<file path="config.mk">
export PLATFORM = sky130hd
export DESIGN_NAME = id_ex_operand_stage
export DESIGN_NICKNAME = d
export VERILOG_FILES = /design/src/rtl/id_ex_operand_stage.sv
export SDC_FILE = /design/constraint.sdc
export NUM_CORES = 1
export LEC_CHECK = 0
export BUFFER_PORTS_ARGS = -buffer_cell sky130_fd_sc_hd__buf_2
export CELL_PAD_IN_SITES_DETAIL_PLACEMENT = 1
export CELL_PAD_IN_SITES_GLOBAL_PLACEMENT = 2
export CORE_MARGIN = 5
export CORE_UTILIZATION = 27
export CTS_CLUSTER_DIAMETER = 80
export DETAILED_ROUTE_END_ITERATION = 16
export PLACE_DENSITY = 0.92
export SLEW_MARGIN = 20
export SYNTH_ARGS = -nofsm -noshare
export SYNTH_HDL_FRONTEND = slang
export SYNTH_SLANG_ARGS = --single-unit
</file>
<file path="constraint.sdc">
create_clock -name clk -period 1.9 [get_ports clk]
set_input_delay 0.095 -clock clk [delete_from_list [all_inputs] [get_ports clk]]
set_output_delay 0.095 -clock clk [all_outputs]
set_load 0.005 [all_outputs]
</file>
<file path="src/rtl/id_ex_operand_stage.sv">
// id_ex_operand_stage: ID/EX pipeline register with operand forwarding muxes,
// load-use hazard bubble insertion, flush/hold handling and a saturating
// hazard-stall counter.
//
// Ports:
//   clk, rst_n                         clock, async active-low reset
//   id_valid, id_is_load, id_use       ID instruction qualifiers / operand-use mask
//   id_ctrl                            ID control word (opaque)
//   id_op1_rf, id_op2_rf, id_r0_rf     register-file read values
//   op1_fwd, op2_fwd, r0_fwd           forwarding selects (00 RF, 01 EX, 10 M, 11 WB)
//   ex/m/wb_result, ex/m/wb_r0_result  result buses for forwarding
//   ext_stall, flush                   downstream hold / discard ID instruction
//   ex_valid, ex_is_load, ex_op1, ex_op2, ex_r0, ex_ctrl  registered EX-stage state
//   stall_out                          combinational hold request to PC and IF/ID
//   stall_count                        saturating count of hazard bubbles
module id_ex_operand_stage #(
    parameter int unsigned DATA_W = 16,
    parameter int unsigned CTRL_W = 8,
    parameter int unsigned CNT_W  = 16
) (
    input  logic              clk,
    input  logic              rst_n,
    input  logic              id_valid,
    input  logic              id_is_load,
    input  logic [2:0]        id_use,
    input  logic [CTRL_W-1:0] id_ctrl,
    input  logic [DATA_W-1:0] id_op1_rf,
    input  logic [DATA_W-1:0] id_op2_rf,
    input  logic [DATA_W-1:0] id_r0_rf,
    input  logic [1:0]        op1_fwd,
    input  logic [1:0]        op2_fwd,
    input  logic [1:0]        r0_fwd,
    input  logic [DATA_W-1:0] ex_result,
    input  logic [DATA_W-1:0] m_result,
    input  logic [DATA_W-1:0] wb_result,
    input  logic [DATA_W-1:0] ex_r0_result,
    input  logic [DATA_W-1:0] m_r0_result,
    input  logic [DATA_W-1:0] wb_r0_result,
    input  logic              ext_stall,
    input  logic              flush,
    output logic              ex_valid,
    output logic              ex_is_load,
    output logic [DATA_W-1:0] ex_op1,
    output logic [DATA_W-1:0] ex_op2,
    output logic [DATA_W-1:0] ex_r0,
    output logic [CTRL_W-1:0] ex_ctrl,
    output logic              stall_out,
    output logic [CNT_W-1:0]  stall_count
);

    localparam logic [1:0] FWD_EX = 2'b01;

    logic              valid_q,   valid_d;
    logic              is_load_q, is_load_d;
    logic [DATA_W-1:0] op1_q,     op1_d;
    logic [DATA_W-1:0] op2_q,     op2_d;
    logic [DATA_W-1:0] r0_q,      r0_d;
    logic [CTRL_W-1:0] ctrl_q,    ctrl_d;
    logic [CNT_W-1:0]  cnt_q,     cnt_d;

    logic [DATA_W-1:0] op1_mux_c;
    logic [DATA_W-1:0] op2_mux_c;
    logic [DATA_W-1:0] r0_mux_c;
    logic              hazard_c;

    // Four-way forwarding select: 00 RF, 01 EX, 10 M, 11 WB
    function automatic logic [DATA_W-1:0] fwd_sel(
        input logic [1:0]        sel,
        input logic [DATA_W-1:0] rf,
        input logic [DATA_W-1:0] ex,
        input logic [DATA_W-1:0] m,
        input logic [DATA_W-1:0] wb
    );
        logic [DATA_W-1:0] res;
        unique case (sel)
            2'b00:   res = rf;
            2'b01:   res = ex;
            2'b10:   res = m;
            default: res = wb;
        endcase
        return res;
    endfunction

    // Operand source selection
    always_comb begin
        op1_mux_c = fwd_sel(op1_fwd, id_op1_rf, ex_result, m_result, wb_result);
        op2_mux_c = fwd_sel(op2_fwd, id_op2_rf, ex_result, m_result, wb_result);
        r0_mux_c  = fwd_sel(r0_fwd, id_r0_rf, ex_r0_result, m_r0_result, wb_r0_result);
    end

    // Load-use hazard: a used operand wants the EX bus while EX holds a load,
    // whose data only exists from M onward
    always_comb begin
        hazard_c = id_valid & valid_q & is_load_q &
                   ((id_use[0] & (op1_fwd == FWD_EX)) |
                    (id_use[1] & (op2_fwd == FWD_EX)) |
                    (id_use[2] & (r0_fwd  == FWD_EX)));
    end

    assign stall_out = ext_stall | (hazard_c & ~flush);

    // Next-state: hold > flush > hazard bubble > normal load
    always_comb begin
        valid_d   = valid_q;
        is_load_d = is_load_q;
        op1_d     = op1_q;
        op2_d     = op2_q;
        r0_d      = r0_q;
        ctrl_d    = ctrl_q;
        cnt_d     = cnt_q;
        if (!ext_stall) begin
            if (flush || hazard_c) begin
                valid_d   = 1'b0;
                is_load_d = 1'b0;
                op1_d     = '0;
                op2_d     = '0;
                r0_d      = '0;
                ctrl_d    = '0;
                if (!flush && (cnt_q != {CNT_W{1'b1}})) begin
                    cnt_d = cnt_q + CNT_W'(1);
                end
            end else begin
                valid_d   = id_valid;
                is_load_d = id_valid & id_is_load;
                op1_d     = op1_mux_c;
                op2_d     = op2_mux_c;
                r0_d      = r0_mux_c;
                ctrl_d    = id_ctrl;
            end
        end
    end

    // EX-stage register
    always_ff @(posedge clk or negedge rst_n) begin
        if (!rst_n) begin
            valid_q   <= 1'b0;
            is_load_q <= 1'b0;
            op1_q     <= '0;
            op2_q     <= '0;
            r0_q      <= '0;
            ctrl_q    <= '0;
            cnt_q     <= '0;
        end else begin
            valid_q   <= valid_d;
            is_load_q <= is_load_d;
            op1_q     <= op1_d;
            op2_q     <= op2_d;
            r0_q      <= r0_d;
            ctrl_q    <= ctrl_d;
            cnt_q     <= cnt_d;
        end
    end

    assign ex_valid    = valid_q;
    assign ex_is_load  = is_load_q;
    assign ex_op1      = op1_q;
    assign ex_op2      = op2_q;
    assign ex_r0       = r0_q;
    assign ex_ctrl     = ctrl_q;
    assign stall_count = cnt_q;

endmodule

</file>
==> results.py, run 1 <==
metrics = {
    "run_status": {
        "outcome": "complete, no violations",
    },
    "timing": {
        "finalSetupViolCount": 0,
        "hold_viol": 0,
        "max_freq_mhz": 547,
        "rsz0062_at_grt": "true",
        "fin_setup_tns_ns": 0,
        "worstMarginPinSlew_ns": 0.584,
        "relSlewSlack_pct": 61.1,
        "finClkSkew_ns": 0.00738,
        "timing.final.crit_share_pct": 96.2,
        "slew_viol_final": 0,
        "fin_crit_ns": 1.83,
        "finalWorstSetupSlack_ns": 0.0727,
    },
    "yosys": {
        "syn_area_per_cell_sq_um": 15.1,
        "synth_top_area_share_pct": 45.5,
        "synth_area_leaders": "dfrtp_1 46%, mux4_2 27%, a22o_1 12%, xnor2_1 2.4%, buf_6 1.7%",
        "async_reset_ff_share_pct": 100,
        "syn-instance-count": 269,
        "ys_seq_area_share_pct": 45.5,
        "yosysMostFrequentCell": "dfrtp_1",
        "synth_commonest_cells": "74 x dfrtp_1, 57 x a22o_1, 48 x mux4_2",
        "syn-cell-area_sq_mm": 0.00407,
        "synth_area_leader_cell": "dfrtp_1",
        "yosys_warnings": 0,
        "synthesis.nets": 437,
        "ys_ff_latch": 74,
        "synth_ff_type": "dfrtp_1",
        "synth-edff-count": 0,
        "synth_cell_types": 33,
    },
    "grt": {
        "grt_pass1_vias": 4170,
        "grt_max_degree": 45,
        "grt_use_met2_pct": 29.5,
        "use_met1_pct": 19.1,
        "grt_usage_pct": 16.5,
        "grt_pass1_wl_microns": 23000,
        "antenna_found_initial": 1,
        "grt-ovfl-total": 0,
        "met3_usage_pct": 4.02,
        "grt-busiest-layer": "met2",
    },
    "worst_setup_path": {
        "reg2reg_to": "stall_count[1]",
        "r2r_cells": 6,
        "start_kind": "flip-flop",
        "reg2reg_from": "stall_count[0]",
        "cp_slowest_stage_delay_ns": 0.47,
        "required_ns": 2.12,
        "arrival_ns": 2.04,
        "r2r_slack_ns": 0.07,
        "critical_path.endpoint_type": "flip-flop",
        "crit_path_top_delay_cell": "nor4_2",
        "path_cells": "ha_1, nand4_1, nor4_2, nor4_4, buf_4, mux2_2",
        "critPathKind": "reg -> reg",
        "crit_fanout": 6,
    },
    "cts": {
        "cts_tree": "done",
        "clockBufferDepth": 2,
        "clk_latency_ns": 0.33,
        "cts_inserted_buffers": 9,
        "clk_pin_slew_ns": 0.06,
        "ctsHtreeMaxLevel": 3,
        "cts_sinks": 74,
        "cts_root_buf": "clkbuf_16",
    },
    "placement": {
        "numPortBuffers": 241,
        "dp_hpwl_microns": 12000,
        "place.gp.congestion": 0.825,
        "pre_cts_ws_ns": -0.0135,
    },
    "die": {
        "die_x_microns": 133,
        "io_pins": 242,
        "start_util_pct": 27.8,
        "dieArea_sq_mm": 0.0176,
        "fp-row-count": 44,
        "core_sq_mm": 0.0146,
        "die_h_microns": 133,
    },
    "finish": {
        "nFillCells": 1629,
        "drive_gt1_share_pct": 63.0,
        "fin_nets": 689,
        "area_delta_synth_final_pct": 44.8,
    },
    "power_and_ir_drop": {
        "power_switching_uw": 1030,
        "p_clk_share_pct": 40.0,
        "p_leak_uw": 0.00295,
        "peakVddDrop_mv": 0.389,
        "seq_power_share_pct": 40.9,
        "sw_frac_of_total_pct": 23.9,
        "combPwrFrac_pct": 19.2,
        "powerDensity_mw_per_mm2": 734,
        "internal-power_uw": 3290,
    },
    "min_path": {
        "min_path_type": "in -> reg",
        "min_delay_path_depth": 2,
        "holdPathEnd": "ex_valid",
        "hp-start": "id_valid",
    },
    "drt": {
        "finalWirelength_microns": 14600,
        "dr.pass1.iters": 4,
        "dr.first_iter.drc_count": 114,
        "vias": 3604,
        "avgRoutedWirePerCell_microns": 20.6,
        "antenna_left": 0,
        "routed_via_density": 5.08,
        "drc": 0,
    },
    "run": {
        "maxCapViolCount": 0,
    },
}
## metal layers
layer	vias up	wire length, microns
met2	138	7760
met5	-	0
li1	1600	-
met4	0	295
met3	17	867
met1	1849	5680
## cell usage in the layout, fill, tap and decap left out, types with 2 or more instances in the layout
master and n:
nand3_1 5, xnor2_1 11, dfrtp_1 74, dlygate4sd3_1 9, clkbuf_8 3, clkbuf_16 9, a22o_1 57, nor2_1 5
inv_1 2, nor3_2 2, buf_2 240, mux2_2 2, nand3b_4 2, nand2_1 8, mux4_2 48, nand4_1 10
buf_4 18
## power by group through the flow
stage / Clock, uW / Combinational [uW] / Sequential, uW
after detailed placement: 0 / 838 / 1790
after CTS: 1790 / 852 / 1770
after floorplan: 0 / 386 / 1790
final: 1730 / 830 / 1770
after global placement: 0 / 810 / 1790
after global routing: 1840 / 901 / 1780
## final cells by class
class | instances | area, sq um | share of cell area, %
inverters | 2 | 7.51 | 0.127
flip-flops and latches | 74 | 1850 | 31.4
clock buffers | 13 | 270 | 4.59
diodes | 1 | 2.50 | 0.0425
well taps | 184 | 230 | 3.91
multi-input cells | 166 | 2050 | 34.8
repair buffers | 268 | 1450 | 24.5
clock inverters | 2 | 35.0 | 0.595
## kinds of logic after synthesis
group	after synthesis	share of synthesized area [%]
buf+inv	29	4.28
fa+ha+maj	1	0.308
simple gates	40	6.49
xor+xnor	12	2.58
mux	51	27.4
flops	74	45.5
compound gates	62	13.4
## state kept, by name, summed over array words and instances (netlist names)
name	cells
ex_ctrl	8
ex_is_load	1
ex_op1	16
ex_op2	16
ex_r0	16
ex_valid	1
stall_count	16
## worst max path at each step
stage / from / end / slack (ns) / cells past startpoint
3_5_place_dp: stall_count[0] / stall_count[13] / -0.01 / 6
6_report: stall_count[0] / stall_count[1] / 0.07 / 6
3_3_place_gp: stall_count[0] / stall_count[1] / 0.04 / 5
2_1_floorplan: stall_count[0] / stall_count[13] / 0.17 / 7
4_1_cts: stall_count[1] / stall_count[14] / 0.05 / 6
5_1_grt: stall_count[0] / stall_count[1] / -0.03 / 6
## repair_timing
| action | CTS | global route |
|---|---|---|
| gates resized for setup | 0 | 1 |
| pin swaps | 1 | 0 |
| setup endpoints to repair | 7 | 4 |
| setup buffers | 2 | 0 |
| endpoints found under the hold margin | 50 | 0 |
| hold buffers | 9 | 0 |
## critical path: cells and delay by family, from the launching register on
kind | cells | cell delay, ns
AND/OR/NAND/NOR | 3 | 0.72
flip-flops | 1 | 0.36
multiplexers | 1 | 0.26
adder cells (fa/ha/maj) | 1 | 0.20
buffers and inverters | 1 | 0.17
## per-stage QoR
step	util (%)	area [sq um]	total power, uW	std cells	hold slack, ns
floorplan	-	4070	2180	269	-0.201
global placement	37.4	5470	2600	683	0.132
detailed placement	37.4	5470	2630	683	0.140
CTS	40.2	5880	4410	709	0.0156
global route	40.2	5890	4530	710	0.0323
finish	40.2	5890	4320	710	0.0332
Power figures use the tool's default switching activity.
==> inputs of run 2 (changes only) <==
--- a/config.mk
+++ b/config.mk
@@ -8,6 +8,7 @@
 export BUFFER_PORTS_ARGS = -buffer_cell sky130_fd_sc_hd__buf_2
 export CELL_PAD_IN_SITES_DETAIL_PLACEMENT = 1
 export CELL_PAD_IN_SITES_GLOBAL_PLACEMENT = 2
+export CORE_ASPECT_RATIO = 1.25
 export CORE_MARGIN = 5
 export CORE_UTILIZATION = 27
 export CTS_CLUSTER_DIAMETER = 80
==> results.py, run 2 (synthesis gave the netlist of run 1 again) <==
metrics = {
    "die": {
        "io_pins": 242,
        "core_sq_mm": 0.0149,
        "fp-row-count": 50,
        "die_x_microns": 120,
        "die_h_microns": 147,
        "start_util_pct": 27.3,
        "dieArea_sq_mm": 0.0176,
    },
    "finish": {
        "antenna_cells": 0,
        "finalNonFillerCells": 708,
        "post-route-util_pct": 39.7,
        "fin_nets": 690,
        "mostFrequentLayoutCell": "buf_2",
        "drive_gt1_share_pct": 63.5,
        "final_area_sq_mm": 0.00591,
        "area_delta_synth_final_pct": 45.3,
        "final_cell_mix": "240 x buf_2, 74 x dfrtp_1, 57 x a22o_1",
    },
    "timing": {
        "slew_viol_final": 0,
        "finalSetupViolCount": 0,
        "timing.final.crit_share_pct": 94.1,
        "worstMarginPinSlew_ns": 0.495,
        "finClkSkew_ns": 0.00749,
        "relSlewSlack_pct": 67.0,
        "rsz0062_at_grt": "true",
        "max_freq_mhz": 559,
        "fin_setup_tns_ns": 0,
        "hold_viol": 0,
        "fin_crit_ns": 1.79,
    },
    "cts": {
        "ctsHtreeMaxLevel": 3,
        "cts_sinks": 74,
        "clk_latency_ns": 0.33,
        "clockBufferDepth": 2,
        "cts_setup_buffers": 0,
        "cts_inserted_buffers": 9,
        "cts_tree": "done",
        "clk_pin_slew_ns": 0.06,
        "cts_root_buf": "clkbuf_16",
    },
    "worst_setup_path": {
        "arrival_ns": 2.00,
        "reg2reg_to": "stall_count[1]",
        "critPathKind": "reg -> reg",
        "required_ns": 2.12,
        "start_kind": "flip-flop",
        "reg2reg_from": "stall_count[0]",
        "crit_start": "stall_count[0]",
        "r2r_cells": 6,
        "r2r_slack_ns": 0.11,
        "crit_fanout": 5,
        "critical_path.endpoint_type": "flip-flop",
    },
    "drt": {
        "finalWirelength_microns": 14200,
        "avgRoutedWirePerCell_microns": 20.0,
        "dr.pass1.iters": 4,
        "vias": 3567,
        "antenna_left": 0,
        "routed_via_density": 5.04,
        "drc": 0,
        "dr.first_iter.drc_count": 112,
    },
    "grt": {
        "grt_use_met2_pct": 30.3,
        "grt_pass1_wl_microns": 22400,
        "grt-ovfl-total": 0,
        "grt_pass1_vias": 4192,
        "grt_max_degree": 40,
        "antenna_found_initial": 0,
        "use_met1_pct": 17.7,
        "met3_usage_pct": 3.70,
        "grt-busiest-layer": "met2",
        "grt_usage_pct": 16.1,
    },
    "placement": {
        "numPortBuffers": 241,
        "place.gp.congestion": 0.809,
        "dp_hpwl_microns": 11800,
        "dp_cells": 684,
        "placed_area_sq_mm": 0.00552,
    },
    "power_and_ir_drop": {
        "powerDensity_mw_per_mm2": 726,
        "power_uw": 4290,
        "peakVddDrop_mv": 0.334,
        "p_leak_uw": 0.00296,
    },
    "min_path": {
        "min_path_type": "in -> reg",
        "holdPathEnd": "ex_valid",
        "hp-start": "id_valid",
        "min_delay_path_depth": 2,
    },
    "run": {
        "maxCapViolCount": 0,
    },
    "run_status": {
        "outcome": "complete, no violations",
    },
}
## run 2: cell types whose count changed in the layout (fill, tap and decap cells not counted)
cell / before / now
clkbuf_1: 1 / 0
buf_4: 18 / 17
clkbuf_8: 3 / 1
clkinvlp_4: 0 / 2
nor2_2: 0 / 1
nor2_1: 5 / 4
clkinv_2: 1 / 2
buf_12: 1 / 3
diode_2: 1 / 0
## run 2: routing by layer
metal  vias up  wire [microns]
li1       1607               -
met1      1807            5150
met2       133            7960
met3        20             765
met4         0             317
met5         -               0
## run 2: metrics by stage
stage / hold slack, ns / worst slack [ns]
6_report: 0.0267 / 0.111
5_1_grt: 0.0248 / 0.00473
4_1_cts: 0.00604 / 0.0902
3_5_place_dp: 0.0951 / 0.103
3_3_place_gp: 0.0841 / 0.206
2_1_floorplan: -0.201 / 0.167
## run 2: how the worst max path moves through the flow
stage                 endpoint  slack (ns)  cells past startpoint
6_report        stall_count[1]        0.11                      6
5_1_grt        stall_count[11]       0.005                      7
4_1_cts         stall_count[1]        0.09                      6
3_5_place_dp    stall_count[1]        0.10                      6
3_3_place_gp    stall_count[1]        0.21                      6
2_1_floorplan  stall_count[13]        0.17                      7
## run 2: power by group
group / internal (uW) / switching [uW] / total [uW]
Sequential: 1690 / 69.1 / 1760
Combinational: 488 / 351 / 839
Clock: 1040 / 649 / 1690
Total: 3220 / 1070 / 4290
## run 2: layout make-up
type | instances | area [sq um]
multi-input cells | 166 | 2050
inverters | 2 | 7.51
fillers | 1670 | 8980
flip-flops and latches | 74 | 1850
clock buffers | 10 | 239
clock inverters | 5 | 55.1
well taps | 182 | 228
repair buffers | 269 | 1480
## run 2: timing repair
item,4_1_cts,5_1_grt
endpoints found under the hold margin,43,0
hold buffers,9,0
endpoints found under the setup margin,0,2
gates resized for setup,0,2
## run 2: worst max-delay path: stages, from the launching register on
cell and delay [ns]:
dfrtp_1 0.35, ha_1 0.19, nand4_1 0.17, nor4_2 0.48
nor4_4 0.07, buf_4 0.16, mux2_2 0.26
==> inputs of run 3 (changes only) <==
--- a/config.mk
+++ b/config.mk
@@ -9,11 +9,11 @@
 export CELL_PAD_IN_SITES_DETAIL_PLACEMENT = 1
 export CELL_PAD_IN_SITES_GLOBAL_PLACEMENT = 2
 export CORE_ASPECT_RATIO = 1.25
-export CORE_MARGIN = 5
+export CORE_MARGIN = 4
 export CORE_UTILIZATION = 27
 export CTS_CLUSTER_DIAMETER = 80
 export DETAILED_ROUTE_END_ITERATION = 16
-export PLACE_DENSITY = 0.92
+export PLACE_DENSITY_LB_ADDON = 0.25
 export SLEW_MARGIN = 20
 export SYNTH_ARGS = -nofsm -noshare
 export SYNTH_HDL_FRONTEND = slang
==> results.py, run 3 (synthesis gave the netlist of run 1 again) <==
metrics = {
    "run_status": {
        "outcome": "complete, no violations",
    },
    "die": {
        "die_h_microns": 145,
        "die_x_microns": 118,
        "io_pins": 242,
        "start_util_pct": 27.9,
        "core_sq_mm": 0.0146,
        "fp-row-count": 49,
        "dieArea_sq_mm": 0.0171,
    },
    "placement": {
        "place.gp.congestion": 0.730,
        "numPortBuffers": 241,
        "pre_cts_ws_ns": 0.0377,
        "placed_area_sq_mm": 0.00547,
        "dp_hpwl_microns": 11400,
    },
    "run": {
        "maxCapViolCount": 0,
    },
    "drt": {
        "vias": 3542,
        "dr.first_iter.drc_count": 91,
        "avgRoutedWirePerCell_microns": 20.3,
        "drc": 0,
        "dr.pass1.iters": 4,
        "antenna_left": 0,
        "routed_via_density": 5.05,
        "finalWirelength_microns": 14200,
    },
    "timing": {
        "finClkSkew_ns": 0.00770,
        "hold_viol": 0,
        "finalSetupViolCount": 0,
        "fin_setup_tns_ns": 0,
        "worstMarginPinSlew_ns": 0.552,
        "relSlewSlack_pct": 63.2,
        "max_freq_mhz": 567,
        "rsz0062_at_grt": "true",
        "fin_crit_ns": 1.76,
        "timing.final.crit_share_pct": 92.9,
        "slew_viol_final": 0,
        "hold_ws_ns": 0.0164,
        "finalWorstSetupSlack_ns": 0.135,
    },
    "finish": {
        "drive_gt1_share_pct": 62.8,
        "antenna_cells": 0,
        "final_area_sq_mm": 0.00585,
        "final_cell_mix": "240 x buf_2, 74 x dfrtp_1, 57 x a22o_1",
        "area_delta_synth_final_pct": 43.9,
        "fin_nets": 687,
        "mostFrequentLayoutCell": "buf_2",
    },
    "cts": {
        "cts_inserted_buffers": 9,
        "clk_pin_slew_ns": 0.06,
        "cts_root_buf": "clkbuf_16",
        "clockBufferDepth": 2,
        "ctsHtreeMaxLevel": 3,
        "cts_tree": "done",
        "cts_sinks": 74,
        "clk_latency_ns": 0.33,
    },
    "grt": {
        "grt_pass1_vias": 4109,
        "grt_pass1_wl_microns": 22500,
        "grt-ovfl-total": 0,
        "grt_max_degree": 51,
        "antenna_found_initial": 1,
        "grt_usage_pct": 16.8,
    },
    "worst_setup_path": {
        "arrival_ns": 1.98,
        "critical_path.endpoint_type": "flip-flop",
        "required_ns": 2.11,
        "start_kind": "flip-flop",
        "critPathKind": "reg -> reg",
        "crit_fanout": 5,
    },
    "power_and_ir_drop": {
        "peakVddDrop_mv": 0.341,
        "p_leak_uw": 0.00295,
        "powerDensity_mw_per_mm2": 706,
    },
    "min_path": {
        "min_path_type": "in -> reg",
    },
}
==> run 3: worst max-delay path, cell delays in order (launching register included) <==
cell     delay (ns)
dfrtp_1        0.35
ha_1           0.19
nand4_1        0.29
nor3_2         0.37
nand4_1        0.14
mux2_1         0.32
==> run 3: through the flow <==
| stage | instances | util, % | power [uW] |
|---|---|---|---|
| 2_1_floorplan | 269 | - | 2180 |
| 3_3_place_gp | 676 | 37.5 | 2600 |
| 3_5_place_dp | 676 | 37.5 | 2620 |
| 4_1_cts | 701 | 39.9 | 4220 |
| 5_1_grt | 702 | 40.1 | 4350 |
| 6_report | 702 | 40.1 | 4130 |
==> run 3: layer usage <==
layer,routed length (microns),global-route usage [%],vias up
li1,-,-,1599
met1,5170,17.9,1806
met2,8060,31.7,116
met3,707,4.83,19
met4,274,5.04,2
met5,20,0,-
==> run 3: layout make-up <==
cell class | count | area, sq um
clock buffers | 13 | 250
fillers | 1650 | 8740
clock inverters | 3 | 15.0
inverters | 2 | 7.51
multi-input cells | 166 | 2060
well taps | 178 | 223
flip-flops and latches | 74 | 1850
repair buffers | 266 | 1440
==> run 3: power by group <==
part	leakage (uW)	total, uW	switching (uW)	internal [uW]
combinational	0.00183	829	347	482
clock	0.000133	1550	631	914
sequential	0.000979	1760	66.2	1690
==> run 3: what timing repair did <==
item / in CTS / in global routing
hold endpoints to repair: 47 / 0
buffers inserted: 0 / 1
gates resized for setup: 0 / 3
endpoints found under the setup margin: 0 / 14
hold buffers: 9 / 0
==> run 3: path summary, 6_finish.rpt <==
kind | to | startpoint | slack, ns | cells past startpoint
setup / recovery | stall_count[14] | stall_count[1] | 0.14 | 5
hold reg to reg | ex_op1[7] | ex_op1[7] | 0.50 | 1
max in group asynchronous | ex_r0[3] | rst_n | 1.00 | 3
hold / removal | ex_valid | id_valid | 0.02 | 2
setup reg to reg | stall_count[14] | stall_count[1] | 0.14 | 5
min in group asynchronous | ex_ctrl[1] | rst_n | 0.29 | 2
